===== config.mk =====
export PLATFORM = sky130hd
export DESIGN_NAME = pipe_stage_buffer
export DESIGN_NICKNAME = d
export VERILOG_FILES = /design/src/rtl/pipe_stage_buffer.sv
export SDC_FILE = /design/constraint.sdc
export NUM_CORES = 1
export LEC_CHECK = 0
export BUFFER_PORTS_ARGS = -buffer_cell sky130_fd_sc_hd__buf_2
export CAP_MARGIN = 5
export CORE_ASPECT_RATIO = 1.4
export CORE_MARGIN = 3
export CORE_UTILIZATION = 40
export DETAILED_ROUTE_END_ITERATION = 10
export HOLD_SLACK_MARGIN = 0.15
export MAX_ROUTING_LAYER = met4
export PLACE_DENSITY = 0.75
export SLEW_MARGIN = 0
export SYNTH_ARGS = -nofsm -noshare
export SYNTH_HDL_FRONTEND = slang
export SYNTH_SLANG_ARGS = --single-unit

===== constraint.sdc =====
create_clock -name clock -period 1.7 [get_ports clock]
set_input_delay 0.17 -clock clock [delete_from_list [all_inputs] [get_ports clock]]
set_output_delay 0.17 -clock clock [all_outputs]
set_load 0.02 [all_outputs]

===== src/rtl/pipe_stage_buffer.sv =====
// pipe_stage_buffer: valid/ready stage register with a one-entry skid, sync flush and enable freeze
module pipe_stage_buffer #(
  parameter int NB_DATA       = 85,
  parameter bit ZERO_ON_EMPTY = 1'b1
) (
  input  logic               clock,
  input  logic               reset,
  input  logic               en_pipeline,
  input  logic               flush_i,
  input  logic               in_valid_i,
  output logic               in_ready_o,
  input  logic [NB_DATA-1:0] in_data_i,
  output logic               out_valid_o,
  input  logic               out_ready_i,
  output logic [NB_DATA-1:0] out_data_o,
  output logic [1:0]         count_o
);
  logic               main_valid_q, main_valid_d;
  logic               skid_valid_q, skid_valid_d;
  logic [NB_DATA-1:0] main_data_q, main_data_d;
  logic [NB_DATA-1:0] skid_data_q, skid_data_d;
  logic               acc, drn, pop;
  assign in_ready_o  = en_pipeline & ~skid_valid_q;
  assign out_valid_o = main_valid_q;
  assign out_data_o  = (ZERO_ON_EMPTY && !main_valid_q) ? '0 : main_data_q;
  assign count_o     = {1'b0, main_valid_q} + {1'b0, skid_valid_q};
  assign acc         = in_valid_i & in_ready_o;
  assign drn         = main_valid_q & out_ready_i & en_pipeline;
  // main slot reloads when it is empty or its beat leaves on this edge; skid (older) wins over input
  assign pop         = ~main_valid_q | drn;
  always_comb begin
    main_valid_d = pop ? (skid_valid_q | acc) : main_valid_q;
    main_data_d  = (pop && skid_valid_q) ? skid_data_q : (pop && acc) ? in_data_i : main_data_q;
    skid_valid_d = skid_valid_q ? ~drn : (acc & ~pop);
    skid_data_d  = (!skid_valid_q && acc && !pop) ? in_data_i : skid_data_q;
    if (flush_i) begin
      main_valid_d = 1'b0;
      main_data_d  = '0;
      skid_valid_d = 1'b0;
      skid_data_d  = '0;
    end
  end
  always_ff @(negedge clock or negedge reset) begin
    if (!reset) begin
      main_valid_q <= 1'b0;
      main_data_q  <= '0;
      skid_valid_q <= 1'b0;
      skid_data_q  <= '0;
    end else begin
      main_valid_q <= main_valid_d;
      main_data_q  <= main_data_d;
      skid_valid_q <= skid_valid_d;
      skid_data_q  <= skid_data_d;
    end
  end
endmodule


* Word-level counts from Yosys, hierarchy flattened *
Index checks and enable logic that the tools add are counted.

word-level totals
  register bits after elaboration = 172
  bits in latches = 0
  bits in writable memories = 0
  memory bits (read-only) = 0
  input port bits = 91
  output and inout port bits = 89
  logic and storage cells = 35
  memories kept = 0

operators by class
  $add $sub $neg = 1
  multiply operators = 0
  div/mod/pow operators = 0
  magnitude comparators = 0
  equal/unequal tests = 0
  shift-type cells = 0
  multiplexer cells = 10
  bitwise operators = 11
  reductions and logical operators = 9

operators with widths
  kind                 count
  $mux W85             6
  $and A1 B1 Y1        5
  $logic_and A1 B1 Y1  4
  $mux W1              4
  $not A1 Y1           4
  $reduce_bool A2 Y1   2
  $reduce_bool A3 Y1   1
  $add A1 B1 Y2        1
  $logic_not A1 Y1     2
  $or A1 B1 Y1         2

* Depth between registers and ports, before layout *
  word-level depth = 7
  mapped depth = 7

==> results.md <==
* Syn avg cell area at about 12 um2
* Initial cell density of the core at between 40% and 50%
* Syn nets at about 800
* Final setup viols at between 200 and 300
* Layout area overhead at 61.71%
* Ant diodes at 0
* Min-delay worst type: in2async
* Remaining global-route overflow at 0
* First-pass GRT wire length at around 42000 um
* Core area at between 15000 and 20000 um2
* Initial antenna violation count at 0
* Final core utilization at between 60 and 70%
* Share of layout cells above drive strength 1 at a little over 60%
* DRC at 0
* Share of the synthesized area in the top cell type at ~53%
* Met1 Use GR at between 30% and 40%
* IO Count at between 150 and 200
* Worst-case clock skew at around 0.011 ns
* Element type at the critical path end: output port
* Die width at between 100 and 150 um
* H-tree depth at 4
* Critical setup path kind: reg2out
* Outcome: finished with violations
* Die area at about 22000 um2
* Cells after synthesis at 686
* Ys Warns at 0
* Max VDD drop at about 0.65 mV
* Overall Power at between 10000 and 15000 uW
* Worst setup margin at -0.8385 ns
* Relative slew margins at 68.30%
* Clk slew on worst S/H paths at 0.05 ns
* P_leak at around 0.006 uW
* Synth area leader: dfrtn_1
* Detail Route Antenna Nets at 0
* Met2 Use GR at about two fifths
* Std-Cell Rows at 61
* Final hold violation count at 0
* WL final at just under 30000 um
* Largest net degree at the start of global routing at 54
* Top cells by area, synth: dfrtn_1, mux2i_1, a22o_1
* DP HPWL at 14480 um
* GRT met3 Usage at around 4.1%
* Vias per cell at between 5 and 6
* Tightest Pin Transition at around 0.48 ns
* Port buffer count at 179
* Later-pin clock latency in the skew report at 0.40 ns
* GRT Max-Usage Layer: met2
* Root buf cell: clkbuf_16
* Final TNS setup at -155.81 ns
* GP Congestion at 0.7881
* Failing checks: negative setup slack
* Clock sinks at about 170
* Clock buffer depth at 2
* CP startpoint kind: register
* Vias in the first global route at 7387
* Initial DRC count at 420
* Die H at 175.4 um
* Cell area power density at roughly 830 nW/um2
* Mapped cell area at roughly 8000 um2
* #FFs+latches synth at 172
* Pins over their slew limit at 0
* Seq/Total Area, Yosys at a little over half
* CTS tree: built
* Layout Nets at ~1100
* Post-synth cell types at 23
* Critical path arrival at 2.37 ns
* DR WL/cell at roughly 23 um
* Global-route usage over all layers at about a quarter
* Setup WS pre-CTS at -0.5616 ns
* TritonCTS Buffers at 17
* Cts hold-fix bufs at 0
* Pre-antenna DRT Iters at 4
* Worst path required time at around 1.5 ns
* FILL cells at between 1000 and 1500
* Number of max-cap violations at 0
* Worst-path maximum fanout at 6
* Via count at roughly 7100
* RSZ-0062 raised after global routing: yes
metrics by stage:
step,cells,cell area [um2],hold slack [ns]
finish,1237,13260,0.3869
global route,1237,13260,0.3787
CTS,1218,12510,0.3785
detailed placement,1135,10560,0.4417
global placement,1135,10560,0.4422
floorplan,686,8979,0.4262
cell usage in the layout (no fill, tap or decap), types with 4 or more instances in the layout:
master     synthesis  final
a22o_1            85     85
buf_4              1     94
buf_12             0     34
buf_6              6     76
and2_4             0     68
clkbuf_16          0     26
buf_16             0     23
buf_2             16     96
and2_2             0     19
dfrtn_1          172    172
buf_8              0      9
a21oi_2            0     38
a211oi_2          50     84
inv_6              0      4
mux2i_1           85     85
a21oi_4            0     15
a21oi_1           87     34
final timing paths:
check,cells past startpoint,slack [ns],end,from
setup / recovery,5,-0.84,out_data_o[33],out_valid_o
min in group clock,1,0.45,skid_data_q[52],skid_data_q[52]
hold reg to reg,1,0.45,skid_data_q[52],skid_data_q[52]
hold / removal,1,0.39,skid_data_q[61],reset
setup reg to reg,11,-0.59,skid_data_q[24],out_valid_o
max in group asynchronous,2,0.75,skid_data_q[62],reset
layer usage:
metal | part of all wire (%) | vias up
met4 | 1.8 | 0
met3 | 4.6 | 41
li1 | - | 3151
met5 | 0 | -
met2 | 51 | 258
met1 | 42 | 3677
sequential cells by signal (all words and copies together) (netlist names):
signal / flops
main_data_q: 85
out_valid_o: 1
skid_data_q: 85
skid_valid_q: 1
cell families (layout without fill, tap and decap cells):
family	count (synthesis)	after routing	synth area share, %
AOI/OAI and AO/OA	262	263	25.73
adders and majority gates	1	1	0.1526
DFF	172	172	52.50
buffers and inverters	77	374	4.380
and+or+nand+nor	89	90	6.853
muxes	85	85	10.38
report_power, final:
| group | internal [uW] | switching [uW] |
|---|---|---|
| registers | 4320 | 125 |
| logic | 1210 | 1190 |
| clock network | 2390 | 1770 |
cells in the mapped netlist:
| library cell | count |
|---|---|
| dfrtn_1 | 172 |
| a21oi_1 | 87 |
| and2_1 | 86 |
| a22o_1 | 85 |
| mux2i_1 | 85 |
| a211oi_2 | 50 |
| clkbuf_1 | 48 |
| a211oi_1 | 35 |
| buf_2 | 16 |
| buf_6 | 6 |
| buf_1 | 4 |
| a21bo_1 | 1 |
| a21o_1 | 1 |
| a311oi_1 | 1 |
| a31oi_1 | 1 |
| buf_4 | 1 |
| clkbuf_2 | 1 |
| ha_1 | 1 |
| inv_1 | 1 |
| nand3_1 | 1 |
| nor2b_1 | 1 |
| nor4_2 | 1 |
| o31a_1 | 1 |
area by class of cell:
type / instances / area (um2) / share of cell area [%]
flip-flops and latches: 172 / 4304 / 32.47
clock inverters: 14 / 180.2 / 1.359
multi-input cells: 439 / 4298 / 32.42
clock buffers: 18 / 439.2 / 3.313
inverters: 1 / 3.754 / 0.02832
well taps: 252 / 315.3 / 2.378
repair buffers: 341 / 3716 / 28.03
worst max-delay path, cell delays in order (launching register included):
cell and delay (ns):
dfrtn_1 0.45, buf_12 0.17, buf_12 0.13, buf_12 0.10
and2_4 0.15, buf_6 0.12
repair_timing:
action,CTS,global route
setup buffers,26,11
hold endpoints to repair,0,0
pin swaps,18,20
endpoints found under the setup margin,256,260
cloned,25,14
resized for setup,154,132
No activity file was read; power rests on OpenSTA's default activity.
